**src/rtl/ship_pkg.sv**
```systemverilog
// rtl/ship_pkg.sv - shared types and constants for the battleship board store
package ship_pkg;

  localparam int GRID_DIM   = 10;
  localparam int CELLS      = GRID_DIM * GRID_DIM;
  localparam int SHIP_CELLS = 20;

  typedef enum logic [1:0] {
    CELL_EMPTY = 2'd0,
    CELL_SHIP  = 2'd1,
    CELL_HIT   = 2'd2,
    CELL_MISS  = 2'd3
  } cell_state_t;

  typedef enum logic [1:0] {
    OP_PLACE = 2'd0,
    OP_SHOOT = 2'd1,
    OP_RSVD2 = 2'd2,
    OP_RSVD3 = 2'd3
  } wr_op_t;

  typedef enum logic [1:0] {
    RES_OK     = 2'd0,
    RES_HIT    = 2'd1,
    RES_MISS   = 2'd2,
    RES_REJECT = 2'd3
  } wr_result_t;

  typedef enum logic [1:0] {
    ST_IDLE  = 2'd0,
    ST_CLEAR = 2'd1,
    ST_EXEC  = 2'd2,
    ST_ACK   = 2'd3
  } fsm_state_t;

  localparam logic [31:0] GLYPH_SHIP = 32'h7FFF_FFFE;
  localparam logic [31:0] GLYPH_MISS = 32'h000F_F000;

endpackage

```
**src/rtl/ship_glyph_rom.sv**
```systemverilog
// rtl/ship_glyph_rom.sv - combinational glyph row lookup per cell state and line
module ship_glyph_rom
  import ship_pkg::*;
(
  input  cell_state_t  state,
  input  logic [4:0]   line,
  output logic [31:0]  pixels
);

  logic [31:0] ship_row;
  logic [31:0] diag;

  // Pick the glyph row; HIT overlays an X on the ship body
  always_comb begin
    ship_row = (line != 5'd0 && line != 5'd31) ? GLYPH_SHIP : 32'h0;
    diag = 32'h0;
    diag[5'd31 - line] = 1'b1;
    diag[line] = 1'b1;
    pixels = 32'h0;
    case (state)
      CELL_SHIP: pixels = ship_row;
      CELL_HIT:  pixels = ship_row | diag;
      CELL_MISS: pixels = (line >= 5'd12 && line <= 5'd19) ? GLYPH_MISS : 32'h0;
      default:   pixels = 32'h0;
    endcase
  end

endmodule

```
**src/rtl/ship_board_mem.sv**
```systemverilog
// rtl/ship_board_mem.sv - board store, command FSM and 2-cycle pixel server; SHIP_BOARD_FOG_EN hides unhit ships
module ship_board_mem
  import ship_pkg::*;
(
  input  logic        clk,
  input  logic        rst,
  input  logic [6:0]  rd_xy,
  input  logic [4:0]  rd_line,
  output logic [31:0] ship_pixels,
  input  logic        wr_req,
  input  logic [6:0]  wr_xy,
  input  logic [1:0]  wr_op,
  output logic        wr_ack,
  output logic [1:0]  wr_result,
  input  logic        clr_req,
  output logic        busy,
  output logic [4:0]  ship_cnt,
  output logic [4:0]  hit_cnt,
  output logic        all_sunk
);

  cell_state_t cells [CELLS];
  fsm_state_t  state, state_nxt;
  logic [6:0]  clr_idx;
  logic [6:0]  cmd_xy;
  wr_op_t      cmd_op;

  cell_state_t rd_cell;
  cell_state_t s1_state;
  logic [4:0]  s1_line;
  logic [31:0] rom_row;

  cell_state_t cur_cell;
  cell_state_t ex_val;
  logic        ex_we;
  wr_result_t  ex_res;
  logic        ship_inc, hit_inc;
  logic [4:0]  ship_nxt, hit_nxt;

  // Read-side cell lookup; out-of-range indices read as empty water
  always_comb begin
    rd_cell = CELL_EMPTY;
    if (rd_xy < 7'(CELLS)) rd_cell = cells[rd_xy];
`ifdef SHIP_BOARD_FOG_EN
    if (rd_cell == CELL_SHIP) rd_cell = CELL_EMPTY;
`endif
  end

  // Read stage 1: capture cell state and glyph line
  always_ff @(posedge clk or posedge rst) begin
    if (rst) begin
      s1_state <= CELL_EMPTY;
      s1_line  <= 5'd0;
    end else begin
      s1_state <= rd_cell;
      s1_line  <= rd_line;
    end
  end

  ship_glyph_rom u_rom (
    .state  (s1_state),
    .line   (s1_line),
    .pixels (rom_row)
  );

  // Read stage 2: register the glyph row
  always_ff @(posedge clk or posedge rst) begin
    if (rst) ship_pixels <= 32'h0;
    else     ship_pixels <= rom_row;
  end

  // FSM state register
  always_ff @(posedge clk or posedge rst) begin
    if (rst) state <= ST_IDLE;
    else     state <= state_nxt;
  end

  // FSM next state; a clear wins over a simultaneous command
  always_comb begin
    state_nxt = state;
    case (state)
      ST_IDLE: begin
        if (clr_req)     state_nxt = ST_CLEAR;
        else if (wr_req) state_nxt = ST_EXEC;
      end
      ST_CLEAR: if (clr_idx == 7'(CELLS - 1)) state_nxt = ST_IDLE;
      ST_EXEC:  state_nxt = ST_ACK;
      default:  state_nxt = ST_IDLE;
    endcase
  end

  // FSM outputs
  always_comb begin
    busy   = (state != ST_IDLE);
    wr_ack = (state == ST_ACK);
  end

  // Command decode: resulting cell value, result code and counter bumps
  always_comb begin
    cur_cell = CELL_EMPTY;
    if (cmd_xy < 7'(CELLS)) cur_cell = cells[cmd_xy];
    ex_we    = 1'b0;
    ex_val   = cur_cell;
    ex_res   = RES_REJECT;
    ship_inc = 1'b0;
    hit_inc  = 1'b0;
    if (cmd_xy < 7'(CELLS)) begin
      case (cmd_op)
        OP_PLACE: begin
          if (cur_cell == CELL_EMPTY && ship_cnt < 5'(SHIP_CELLS)) begin
            ex_we = 1'b1; ex_val = CELL_SHIP; ex_res = RES_OK; ship_inc = 1'b1;
          end
        end
        OP_SHOOT: begin
          if (cur_cell == CELL_SHIP) begin
            ex_we = 1'b1; ex_val = CELL_HIT; ex_res = RES_HIT; hit_inc = 1'b1;
          end else if (cur_cell == CELL_EMPTY) begin
            ex_we = 1'b1; ex_val = CELL_MISS; ex_res = RES_MISS;
          end
        end
        default: ex_res = RES_REJECT;
      endcase
    end
  end

  // Counter next values; zeroed when a clear starts, saturating on increment
  always_comb begin
    ship_nxt = ship_cnt;
    hit_nxt  = hit_cnt;
    if (state == ST_IDLE && clr_req) begin
      ship_nxt = 5'd0;
      hit_nxt  = 5'd0;
    end else if (state == ST_EXEC) begin
      if (ship_inc && ship_cnt != 5'd31) ship_nxt = ship_cnt + 5'd1;
      if (hit_inc && hit_cnt != 5'd31)   hit_nxt  = hit_cnt + 5'd1;
    end
  end

  // Board storage, clear sweep, command latch, counters and result
  always_ff @(posedge clk or posedge rst) begin
    if (rst) begin
      for (int i = 0; i < CELLS; i++) cells[i] <= CELL_EMPTY;
      clr_idx   <= 7'd0;
      cmd_xy    <= 7'd0;
      cmd_op    <= OP_PLACE;
      ship_cnt  <= 5'd0;
      hit_cnt   <= 5'd0;
      all_sunk  <= 1'b0;
      wr_result <= 2'd0;
    end else begin
      ship_cnt <= ship_nxt;
      hit_cnt  <= hit_nxt;
      all_sunk <= (hit_nxt == ship_nxt) && (ship_nxt != 5'd0);
      case (state)
        ST_IDLE: begin
          if (clr_req) begin
            clr_idx <= 7'd0;
          end else if (wr_req) begin
            cmd_xy <= wr_xy;
            cmd_op <= wr_op_t'(wr_op);
          end
        end
        ST_CLEAR: begin
          cells[clr_idx] <= CELL_EMPTY;
          clr_idx <= clr_idx + 7'd1;
        end
        ST_EXEC: begin
          if (ex_we) cells[cmd_xy] <= ex_val;
          wr_result <= ex_res;
        end
        default: ;
      endcase
    end
  end

endmodule

```
**config.mk**
```make
export PLATFORM = sky130hd
export DESIGN_NAME = ship_board_mem
export DESIGN_NICKNAME = d
export VERILOG_FILES = /design/src/rtl/ship_pkg.sv /design/src/rtl/ship_glyph_rom.sv /design/src/rtl/ship_board_mem.sv
export SDC_FILE = /design/constraint.sdc
export NUM_CORES = 1
export LEC_CHECK = 0
export CAP_MARGIN = 30
export CORE_ASPECT_RATIO = 0.9
export CORE_UTILIZATION = 55
export DETAILED_ROUTE_END_ITERATION = 16
export GPL_TIMING_DRIVEN = 0
export PLACE_DENSITY = 0.75
export SLEW_MARGIN = 30
export SYNTH_ARGS = -nofsm -noshare
export SYNTH_HDL_FRONTEND = slang
export SYNTH_SLANG_ARGS = --single-unit
```
**constraint.sdc**
```tcl
create_clock -name clk -period 10.5 [get_ports clk]
set_input_delay 3.15 -clock clk [delete_from_list [all_inputs] [get_ports clk]]
set_output_delay 3.15 -clock clk [all_outputs]
set_load 0.005 [all_outputs]
```
==> key figures, run 1 <==
Die
  – Core ar.: 26070 um2
  – IO Count: 72
  – Initial Utilization: 0.5599
  – Chip Height: 156.5 um
  – Die Span X: 173.7 um
  – Die area: 27190 um2
  – # rows: 56

Synthesis
  – Async SR Flop Fraction: 1.000
  – Post-synth EDFFs: 0
  – Synth Area in Compound Gates: 0.1860
  – Sequential share of the synthesized area: 0.4355
  – Post-Syn Area: 14590 um2
  – Synthesized area per cell: 9.307 um2
  – Synth Area in Adders: 0.006859
  – Mapped Nets: 1601
  – Warnings from Yosys: 0
  – Main combinational cell family by area after synthesis: compound AO/OA/AOI/OAI gates
  – Area contributors post-synth: dfrtp_1 (44%), mux4_2 (12%), nand2_1 (8.3%), o21ai_0 (5.4%), o22ai_1 (4.4%)
  – Cell taking the most area after synthesis: dfrtp_1
  – Synth Area in Simple Gates: 0.1508
  – Mux cell area share after synthesis: 0.1443
  – Ys flop type: dfrtp_1
  – Syn Inst Count: 1568
  – XOR/XNOR Fraction of Synth Area: 0.008402
  – Top-area cell type share of the netlist area: 0.4355
  – Number of synthesized register bits: 254
  – Count of cell types in the netlist: 58

Final layout
  – Final instance area: 16780 um2
  – Final cell count without fillers: 2040
  – Area Overhead vs Synth: 14.96%
  – Ant diodes: 0
  – Nets: 1703
  – Ratio of cells with drive above 1 in the final layout: 0.1217

Route
  – Via/cell ratio: 6.959
  – Starting DRC count in detailed routing: 2307
  – Vias: 14200
  – Post-DRT Antenna Nets: 0
  – Drt first pass iters: 6
  – Total Wirelength: 60.06 mm
  – Routed WL per cell: 29.44 um
  – # DRC: 0

Worst setup path
  – Critical-path cell list: buf_2 > buf_2 > buf_1 > clkbuf_1 > a21oi_1 > o21ai_0 > nand3_1 > nor4_2 > ha_1 > nand3_1 > a21o_1 > and2_1 > clkbuf_1 > nor2_1 > nand2_1 > clkbuf_1 > clkbuf_1 > o2bb2ai_1
  – CP Launch Type: flip-flop
  – Arrival time worst endpoint: 7560 ps
  – FF-to-FF End: cells[41]$_DFFE_PP0P_
  – CP bufs+invs: 7
  – Delay of the slowest cell on the worst path: 750 ps
  – Largest delay contributor family on the critical path: buffers and inverters
  – Worst setup path startpoint: cmd_xy[1]$_DFFE_PP0P_
  – Worst R2R Path Depth: 18
  – CP most frequent cell: clkbuf_1
  – Worst Path Max Fanout: 10
  – Slowest-stage cell, CP: clkbuf_1
  – Worst R2R Start: cmd_xy[1]$_DFFE_PP0P_
  – CP endpoint kind: flip-flop
  – FF-to-FF setup slack: 3410 ps
  – CP required: 10970 ps
  – Worst Path Class, Setup: flip-flop to flip-flop

STA
  – Clk_skew: 13.21 ps
  – Final setup vio count: 0
  – Worst Tran Pin Value: 1171 ps
  – F_max: 141.1 MHz
  – Final WS setup: 3412 ps
  – Rel. slew slack: 0.2193
  – Final cycle utilization of the critical path: 0.6751
  – Fin. Hold Viols: 0
  – Slew Limit Fails: 0
  – Min Tclk post-route: 7088 ps
  – RSZ-0062 raised after global routing: false
  – Hold slack: 482.4 ps

Clock tree
  – CTS hold repair buffers: 0
  – Num Clock Sinks: 254
  – Cts repair resizes: 0
  – Post-CTS setup buffers: 0
  – Clock Tree Buf Depth: 3
  – H-tree Lvls: 1
  – Clock root cell: clkbuf_16
  – TritonCTS Buffers: 29
  – Reg clk slew, reported paths: 60 ps
  – TritonCTS clock tree: yes
  – Worst skew pair latency: 570 ps

Outcome
  – Status: finished clean

Placement
  – Placed Area: 15810 um2
  – GPL Wtd Cong: 1.031
  – DP Worst Slack: 3613 ps
  – Count of input and output buffers: 66
  – Placed Instances: 1986
  – DP Wirelength: 42.81 mm

GRT
  – Initial antenna violation count: 0
  – Largest net degree at the start of global routing: 92
  – Gr usage total: 0.4471
  – Grt ovf: 0
  – Vias in the first global route: 13610
  – First-pass GRT wire length: 87.78 mm

Power
  – Leak pwr: 6.514 nW
  – Tot Pwr: 3.808 mW
  – Pwr per Cell Area: 226.9 nW/um2
  – Peak VDD IR: 0.1343 mV

Hold path
  – Hold depth: 2
  – Hold/Removal Path Class: flip-flop to flip-flop
  – Hold Path End: wr_result[1]$_DFFE_PP0P_
  – HP Start: wr_result[1]$_DFFE_PP0P_

Flow run
  – Max Cap Violations: 0
[metrics by stage]
| step | util | TNS, ps |
|---|---|---|
| after floorplan | - | 0 |
| after global placement | 0.6020 | -737620 |
| after detailed placement | 0.6067 | 0 |
| after CTS | 0.6427 | 0 |
| after global routing | 0.6437 | 0 |
| final | 0.6437 | 0 |
[cells in the mapped netlist (all sizes together) (12+ instances only)]
cell,instances
nand3,16
nor3,22
nor2b,13
mux2,12
and2,17
a22oi,26
o2bb2ai,23
mux4,78
clkbuf,74
a21oi,73
nand2,323
mux2i,21
dfrtp,254
a221oi,25
o22ai,102
buf,54
nand2b,14
o21ai,158
inv,104
nor2,62
[state kept, by name, summed over array words and instances (netlist names)]
signal	flops
all_sunk	1
cmd_op	2
s1_line	5
clr_idx	7
hit_cnt	5
cmd_xy	7
state	2
wr_result	2
cells	200
s1_state	2
ship_cnt	5
ship_pixels	16
[where the power goes]
group / switching, mW / internal [mW] / total, mW
clock network: 0.424 / 0.583 / 1.01
logic: 1.30 / 0.398 / 1.70
registers: 0.0609 / 1.04 / 1.10
total: 1.78 / 2.02 / 3.81
[cell families (layout without fill, tap and decap cells)]
logic type | Yosys count | count (layout)
flip-flops | 254 | 254
buffers and inverters | 232 | 356
adder cells (fa/ha/maj) | 8 | 8
AND/OR/NAND/NOR | 506 | 506
AO/OA/AOI/OAI | 443 | 443
XOR/XNOR | 14 | 14
multiplexers | 111 | 111
[routing by layer]
layer,track usage,wire length [um],vias to the layer above
li1,-,-,5834
met1,0.5888,21770,6862
met2,0.6472,24730,1193
met3,0.1336,8838,307
met4,0.2882,4723,0
met5,0,0,-
[worst max-delay path by stage]
stage,endpoint,slack (ps),cells after the start
6_report,cells[41]$_DFFE_PP0P_,3410,18
5_1_grt,cells[185]$_DFFE_PP0P_,3530,22
4_1_cts,cells[41]$_DFFE_PP0P_,3580,22
3_5_place_dp,cells[105]$_DFFE_PP0P_,3610,22
3_3_place_gp,cells[180]$_DFFE_PP0P_,-2930,2
2_1_floorplan,all_sunk$_DFF_PP0_,360,1
[worst reg2reg max path, stage by stage, from the launching register on]
cell and delay, ps:
dfrtp_1 340, buf_2 430, buf_2 450, buf_1 570
clkbuf_1 760, a21oi_1 130, o21ai_0 540, nand3_1 260
nor4_2 560, ha_1 290, nand3_1 310, a21o_1 280
and2_1 150, clkbuf_1 190, nor2_1 160, nand2_1 330
clkbuf_1 380, clkbuf_1 530, o2bb2ai_1 320
[final cells by class]
| type | count | area [um2] |
|---|---|---|
| Sequential cell | 254 | 6356 |
| Buffer | 128 | 604.3 |
| Inverter | 104 | 397.9 |
| Multi-Input combinational cell | 1082 | 7305 |
| Timing Repair Buffer | 71 | 742.0 |
| Tap cell | 348 | 435.4 |
| Clock inverter | 6 | 33.78 |
| Clock buffer | 47 | 903.4 |
| Fill cell | 2195 | 9288 |
[placed cells by master (no fill, tap or decap), types with 5 or more instances in the layout]
cell               n
a211oi_1           5
a21oi_1           72
a221oi_1          25
a22o_1             7
a22oi_1           26
and2_1            17
and3_1             7
buf_1             12
buf_2             23
buf_4             17
clkbuf_1          79
clkbuf_16         29
clkbuf_8          12
clkdlybuf4s50_1   66
clkinv_2           5
dfrtp_1          254
ha_1               8
inv_1            103
mux2_2            12
mux2i_1           21
mux4_2            77
nand2_1          323
nand2b_1          14
nand3_1           16
nand4_1            6
nor2_1            61
nor2b_1           12
nor3_1            15
nor3_2             7
o21ai_0          158
o22ai_1          102
o2bb2ai_1         23
xnor2_1            9
xor2_1             5
Note: power is estimated with default switching activity, not from simulation.
==> inputs of run 2 (changes only) <==
--- a/config.mk
+++ b/config.mk
@@ -7,10 +7,10 @@
 export LEC_CHECK = 0
 export CAP_MARGIN = 30
 export CORE_ASPECT_RATIO = 0.9
-export CORE_UTILIZATION = 55
+export CORE_UTILIZATION = 61
 export DETAILED_ROUTE_END_ITERATION = 16
 export GPL_TIMING_DRIVEN = 0
-export PLACE_DENSITY = 0.75
+export PLACE_DENSITY = 0.79
 export SLEW_MARGIN = 30
 export SYNTH_ARGS = -nofsm -noshare
 export SYNTH_HDL_FRONTEND = slang
==> constraint.sdc (replaced) <==
create_clock -name clk -period 6.9 [get_ports clk]
set_input_delay 2.07 -clock clk [delete_from_list [all_inputs] [get_ports clk]]
set_output_delay 2.07 -clock clk [all_outputs]
set_load 0.005 [all_outputs]
==> key figures, run 2 (synthesized netlist as in run 1, its figures left out) <==
Route
  – Via/cell ratio: 7.311 (+5.1%)
  – Total Wirelength: 59.71 mm (-0.57%)
  – Drt first pass iters: 12 (+6)
  – # DRC: 0 (unchanged)
  – Vias: 14560 (+2.5%)
  – Post-DRT Antenna Nets: 0 (unchanged)
  – Starting DRC count in detailed routing: 2677 (+16%)
  – Routed WL per cell: 29.99 um (+1.9%)

Worst setup path
  – CP Launch Type: flip-flop
  – Arrival time worst endpoint: 7340 ps (-220 ps)
  – Worst Path Class, Setup: flip-flop to flip-flop
  – CP endpoint kind: flip-flop
  – Worst Path Max Fanout: 10 (unchanged)
  – CP required: 7350 ps (-3620 ps)

Clock tree
  – Num Clock Sinks: 254 (unchanged)
  – TritonCTS clock tree: yes
  – Reg clk slew, reported paths: 60 ps (about the same)
  – Worst skew pair latency: 560 ps (about the same)
  – H-tree Lvls: 1 (unchanged)
  – Clock root cell: clkbuf_16
  – Post-CTS setup buffers: 0 (unchanged)
  – Clock Tree Buf Depth: 3 (unchanged)
  – TritonCTS Buffers: 27 (-6.9%)

Placement
  – Count of input and output buffers: 66 (unchanged)
  – DP Wirelength: 41.95 mm (-2.0%)
  – GPL Wtd Cong: 1.069 (+3.7%)
  – DP Worst Slack: 70.89 ps (-3542 ps)

STA
  – F_max: 145.2 MHz (+2.9%)
  – Final setup vio count: 0 (unchanged)
  – Min Tclk post-route: 6888 ps (-200.0 ps)
  – Worst Tran Pin Value: 1162 ps (-8.646 ps)
  – Slew Limit Fails: 0 (unchanged)
  – Rel. slew slack: 0.2222 (+0.002902)
  – Clk_skew: 22.13 ps (+8.919 ps)
  – Fin. Hold Viols: 0 (unchanged)
  – Final TNS setup: 0 ps (unchanged)
  – Final WS setup: 11.55 ps (-3400 ps)
  – RSZ-0062 raised after global routing: false
  – Final cycle utilization of the critical path: 0.9983 (+0.3232)

Outcome
  – Status: finished clean

GRT
  – First-pass GRT wire length: 85.76 mm (-2.3%)
  – Initial antenna violation count: 1 (+1)
  – Largest net degree at the start of global routing: 33 (-64%)
  – Vias in the first global route: 13640 (+0.18%)
  – Gr usage total: 0.4951 (+0.04796)
  – Grt ovf: 0 (unchanged)

Die
  – Die Span X: 165.0 um (-5.0%)
  – Die area: 24550 um2 (-9.7%)
  – Core ar.: 23410 um2 (-10%)
  – Initial Utilization: 0.6234 (+0.06354)
  – # rows: 53 (-5.4%)
  – Chip Height: 148.7 um (-5.0%)
  – IO Count: 72 (unchanged)

Power
  – Power share of the clock group: 0.258 (-0.007)
  – Comb pwr share: 0.449 (+0.004)
  – P_int: 3.063 mW (+51%)
  – Net Sw Power: 2.695 mW (+51%)
  – Peak VDD IR: 0.2662 mV (+98%)
  – Share of power burned in registers: 0.293 (+0.003)
  – Leak pwr: 6.535 nW (+0.33%)
  – Tot Pwr: 5.758 mW (+51%)
  – Switching Fraction: 0.4680 (about the same)
  – Pwr per Cell Area: 343.5 nW/um2 (+51%)

Final layout
  – FF/Latch Area: 6356 um2 (unchanged)
  – Largest regs: cells: 200 flops, ship_pixels: 16 flops
  – Area of the multi-input gates: 7289 um2 (-0.21%)
  – Ratio of cells with drive above 1 in the final layout: 0.1220 (+0.0002163)
  – Most common cell after layout, fill and taps aside: nand2_1
  – Most flops, register: cells
  – Ant diodes: 0 (unchanged)
  – Most frequent cells in the layout: nand2_1 (323), dfrtp_1 (254), o21ai_0 (156), inv_1 (103), o22ai_1 (102)
  – Layout filler cell count: 1738 (-21%)
  – Max FFs per register: 200 (unchanged)
  – Final core occ: 0.7162 (+0.07251)
  – Nets: 1707 (+0.23%)
  – Area Overhead vs Synth: 14.87% (about the same)

Hold path
  – Hold/Removal Path Class: flip-flop to flip-flop

Flow run
  – Max Cap Violations: 0 (unchanged)
## run 2: cell count changes in the layout (fill, tap and decap cells not counted), sizes merged
| cell | change |
|---|---|
| clkinv | -3 |
| clkinvlp | +1 |
| clkbuf | -8 |
| inv | -2 |
| bufinv | +2 |
| buf | +7 |
## run 2: cell type report
class / instances / share of cell area
timing repair buffer: 77 / 0.05202
tap: 302 / 0.02254
multi-input combinational: 1082 / 0.4348
sequential: 254 / 0.3791
inverter: 104 / 0.02351
clock inverter: 4 / 0.004179
clock buffer: 40 / 0.04739
buffer: 128 / 0.03642
## run 2: worst paths after layout
| kind | to | slack (ps) | start | cells past startpoint |
|---|---|---|---|---|
| max in group asynchronous | cells[29]$_DFFE_PP0P_ | 4270 | rst | 4 |
| min | wr_result[1]$_DFFE_PP0P_ | 490 | wr_result[1]$_DFFE_PP0P_ | 2 |
| min in group asynchronous | ship_cnt[1]$_DFF_PP0_ | 1890 | rst | 2 |
| max reg2reg | cells[191]$_DFFE_PP0P_ | 10 | cmd_xy[0]$_DFFE_PP0P_ | 22 |
| max | cells[191]$_DFFE_PP0P_ | 10 | cmd_xy[0]$_DFFE_PP0P_ | 22 |
| min reg2reg | wr_result[1]$_DFFE_PP0P_ | 490 | wr_result[1]$_DFFE_PP0P_ | 2 |
## run 2: power by group through the flow
stage,Clock (mW),Combinational (mW),Sequential [mW]
final,1.49,2.59,1.69
after global routing,1.52,2.56,1.69
after CTS,1.47,2.35,1.68
after detailed placement,0,2.34,1.71
after global placement,0,2.29,1.70
after floorplan,0,1.27,1.68
## run 2: critical path, stage by stage (launching register included)
cell and delay [ps]:
dfrtp_1 340, buf_6 180, buf_8 230, buf_6 270, buf_6 240, buf_2 350
buf_2 400, nor2_1 350, a22oi_1 260, a21oi_1 90, o21ai_1 430, nand4_1 230
nor4_2 560, ha_1 300, nand3_1 300, a21o_1 270, and2_1 150, clkbuf_1 180
nor2_1 150, nand2_1 320, clkbuf_1 400, clkbuf_1 440, o22ai_1 300
## run 2: repair_timing
item / 4_1_cts / 5_1_grt
resized for setup: 0 / 9
setup endpoints to repair: 0 / 94
hold buffers: 0 / 0
## run 2: per-layer routing
layer | global-route usage | wire length [um] | vias to the layer above
li1 | - | - | 5834
met4 | 0.3197 | 5269 | 0
met5 | 0 | 0 | -
met3 | 0.2360 | 10470 | 421
met1 | 0.6400 | 20790 | 6850
met2 | 0.6598 | 23190 | 1451
## run 2: metrics by stage
stage,instances,hold WS [ps],instance area [um2]
after detailed placement,1947,479.7,15880
final,1991,487.6,16760
after CTS,1991,493.0,16740
after global placement,1936,470.0,15640
after global routing,1991,525.7,16760
after floorplan,1568,459.0,14600
==> inputs of run 3 (changes only) <==
--- a/config.mk
+++ b/config.mk
@@ -5,7 +5,7 @@
 export SDC_FILE = /design/constraint.sdc
 export NUM_CORES = 1
 export LEC_CHECK = 0
-export CAP_MARGIN = 30
+export CAP_MARGIN = 40
 export CORE_ASPECT_RATIO = 0.9
 export CORE_UTILIZATION = 61
 export DETAILED_ROUTE_END_ITERATION = 16
==> key figures, run 3 (synthesized netlist as in run 1, its figures left out) <==
Power
  – Peak VDD IR: 0.2844 mV (+6.8%)
  – Leak pwr: 6.611 nW (+1.2%)
  – Comb pwr share: 0.458 (+0.009)
  – Share of power burned in registers: 0.292 (about the same)
  – Power share of the clock group: 0.250 (-0.008)
  – Tot Pwr: 5.770 mW (+0.20%)
  – Pwr per Cell Area: 341.0 nW/um2 (-0.73%)
  – Net Sw Power: 2.719 mW (+0.90%)
  – P_int: 3.051 mW (-0.42%)
  – Switching Fraction: 0.4713 (+0.003270)

Route
  – Post-DRT Antenna Nets: 0 (unchanged)
  – Total Wirelength: 60.15 mm (+0.73%)
  – Starting DRC count in detailed routing: 2608 (-2.6%)
  – Vias: 14590 (+0.26%)
  – WL met1: 21.00 mm (+1.0%)
  – Met2 wire len: 23.39 mm (+0.87%)
  – Routed WL per cell: 29.85 um (-0.47%)
  – Top layer in use: met5
  – # DRC: 0 (unchanged)
  – Met3 WL: 10.36 mm (-1.1%)
  – Via/cell ratio: 7.243 (-0.93%)
  – Drt first pass iters: 10 (-2)

Worst setup path
  – Largest delay contributor family on the critical path: buffers and inverters
  – CP endpoint kind: flip-flop
  – CP Launch Type: flip-flop
  – CP bufs+invs: 9 (unchanged)
  – Arrival time worst endpoint: 7360 ps (+20 ps)
  – CP required: 7360 ps (about the same)
  – Worst Path Class, Setup: flip-flop to flip-flop
  – Critical-path cell list: buf_6 > buf_8 > buf_6 > buf_6 > buf_2 > buf_2 > nor2_1 > a22oi_1 > a21oi_1 > o21ai_1 > nand4_1 > nor4_4 > ha_1 > nand3_1 > a21o_1 > and2_1 > clkbuf_1 > nor2_1 > nand2_1 > clkbuf_1 > clkbuf_1 > o22ai_1
  – Slowest-stage cell, CP: o21ai_1
  – Delay of the slowest cell on the worst path: 480 ps (-80 ps)
  – Worst Path Max Fanout: 10 (unchanged)

Die
  – # rows: 53 (unchanged)
  – Initial Utilization: 0.6234 (unchanged)
  – Chip Height: 148.7 um (unchanged)
  – Die area: 24550 um2 (unchanged)
  – Die Span X: 165.0 um (unchanged)
  – Core ar.: 23410 um2 (unchanged)
  – IO Count: 72 (unchanged)

Final layout
  – Area of the multi-input gates: 7296 um2 (about the same)
  – Layout filler cell count: 1747 (+0.52%)
  – Most common cell after layout, fill and taps aside: nand2_1
  – Final core occ: 0.7229 (+0.006682)
  – FF/Latch Area: 6356 um2 (unchanged)
  – Largest regs: cells: 200 flops, ship_pixels: 16 flops
  – Ratio of cells with drive above 1 in the final layout: 0.1274 (+0.005445)
  – Area Overhead vs Synth: 15.95%
  – Nets: 1725 (+1.1%)
  – Final cell count without fillers: 2015 (+1.2%)
  – Most frequent cells in the layout: nand2_1 (323), dfrtp_1 (254), o21ai_0 (157), inv_1 (103), o22ai_1 (102)
  – Most flops, register: cells
  – Max FFs per register: 200 (unchanged)

Clock tree
  – Clock Tree Buf Depth: 3 (unchanged)
  – CTS hold repair buffers: 0 (unchanged)
  – Num Clock Sinks: 254 (unchanged)
  – Clock root cell: clkbuf_16
  – H-tree Lvls: 1 (unchanged)
  – TritonCTS clock tree: yes
  – TritonCTS Buffers: 27 (unchanged)
  – Worst skew pair latency: 560 ps (about the same)
  – Reg clk slew, reported paths: 70 ps (about the same)

STA
  – RSZ-0062 raised after global routing: false
  – Worst Tran Pin Value: 1020 ps (-142.5 ps)
  – Slew Limit Fails: 0 (unchanged)
  – Clk_skew: 19.35 ps (-2.782 ps)
  – Final WS setup: 7.662 ps (-3.887 ps)
  – Final TNS setup: 0 ps (unchanged)
  – Fin. Hold Viols: 0 (unchanged)
  – F_max: 145.1 MHz (about the same)
  – Final cycle utilization of the critical path: 0.9989 (about the same)
  – Final setup vio count: 0 (unchanged)
  – Rel. slew slack: 0.3176 (+0.09537)
  – Min Tclk post-route: 6892 ps (+3.887 ps)

Hold path
  – Hold/Removal Path Class: flip-flop to flip-flop

Placement
  – DP Wirelength: 42.77 mm (+1.9%)
  – DP Worst Slack: 32.52 ps (-38.37 ps)
  – GPL Wtd Cong: 1.069 (unchanged)
  – Placed Instances: 1957 (+0.51%)
  – Count of input and output buffers: 66 (unchanged)

Outcome
  – Status: finished clean

GRT
  – Grt ovf: 0 (unchanged)
  – First-pass GRT wire length: 86.71 mm (+1.1%)
  – Largest net degree at the start of global routing: 33 (unchanged)
  – Vias in the first global route: 13910 (+2.0%)
  – Initial antenna violation count: 1 (unchanged)
  – Gr usage total: 0.4996 (+0.004469)

Flow run
  – Max Cap Violations: 0 (unchanged)
-- run 3: power by group through the flow --
stage	Clock [mW]	Sequential (mW)	Combinational [mW]
after floorplan	0	1.68	1.27
after global placement	0	1.70	2.29
after detailed placement	0	1.71	2.38
after CTS	1.42	1.68	2.39
after global routing	1.48	1.69	2.62
final	1.44	1.68	2.64
-- run 3: worst register-to-register path, cell delays in order, from the launching register on --
cell and delay (ps):
dfrtp_1 340, buf_6 190, buf_8 240, buf_6 270, buf_6 260, buf_2 370, buf_2 400, nor2_1 320
a22oi_1 260, a21oi_1 90, o21ai_1 480, nand4_1 320, nor4_4 440, ha_1 270, nand3_1 310, a21o_1 280
and2_1 150, clkbuf_1 190, nor2_1 160, nand2_1 310, clkbuf_1 410, clkbuf_1 460, o22ai_1 300
-- run 3: stage by stage --
| step | cell area (um2) | hold WS (ps) |
|---|---|---|
| 6_report | 16920 | 490.1 |
| 5_1_grt | 16920 | 527.8 |
| 3_5_place_dp | 15980 | 479.7 |
| 3_3_place_gp | 15640 | 470.0 |
| 2_1_floorplan | 14600 | 459.0 |
| 4_1_cts | 16820 | 494.3 |
-- run 3: repair_timing --
action / 4_1_cts / 5_1_grt
endpoints found under the setup margin: 1 / 109
buffers inserted: 0 / 0
gates resized for setup: 1 / 2
-- run 3: layout make-up --
| cell class | instances | share of cell area |
|---|---|---|
| multi-input combinational | 1082 | 0.4312 |
| timing repair buffer | 95 | 0.06241 |
| clock buffer | 40 | 0.04518 |
| sequential | 254 | 0.3756 |
| inverter | 104 | 0.02329 |
| tap | 302 | 0.02233 |
| buffer | 128 | 0.03564 |
| antenna | 2 | 0.0002958 |
| clock inverter | 8 | 0.004067 |
-- run 3: per-layer routing --
metal	global-route usage	vias up
li1	-	5878
met1	0.6267	6954
met2	0.6682	1321
met3	0.2585	437
met4	0.3307	4
met5	0	-
-- run 3: path summary, 6_finish.rpt --
kind                                          start                        to  slack [ps]  depth (start not counted)
min in group asynchronous                       rst     cmd_op[1]$_DFFE_PP0P_        1890                          2
max in group asynchronous                       rst     cells[29]$_DFFE_PP0P_        4260                          4
min                        wr_result[1]$_DFFE_PP0P_  wr_result[1]$_DFFE_PP0P_         490                          2
max                           cmd_xy[0]$_DFFE_PP0P_    cells[191]$_DFFE_PP0P_           8                         22
max reg2reg                   cmd_xy[0]$_DFFE_PP0P_    cells[191]$_DFFE_PP0P_           8                         22
min reg2reg                wr_result[1]$_DFFE_PP0P_  wr_result[1]$_DFFE_PP0P_         490                          2
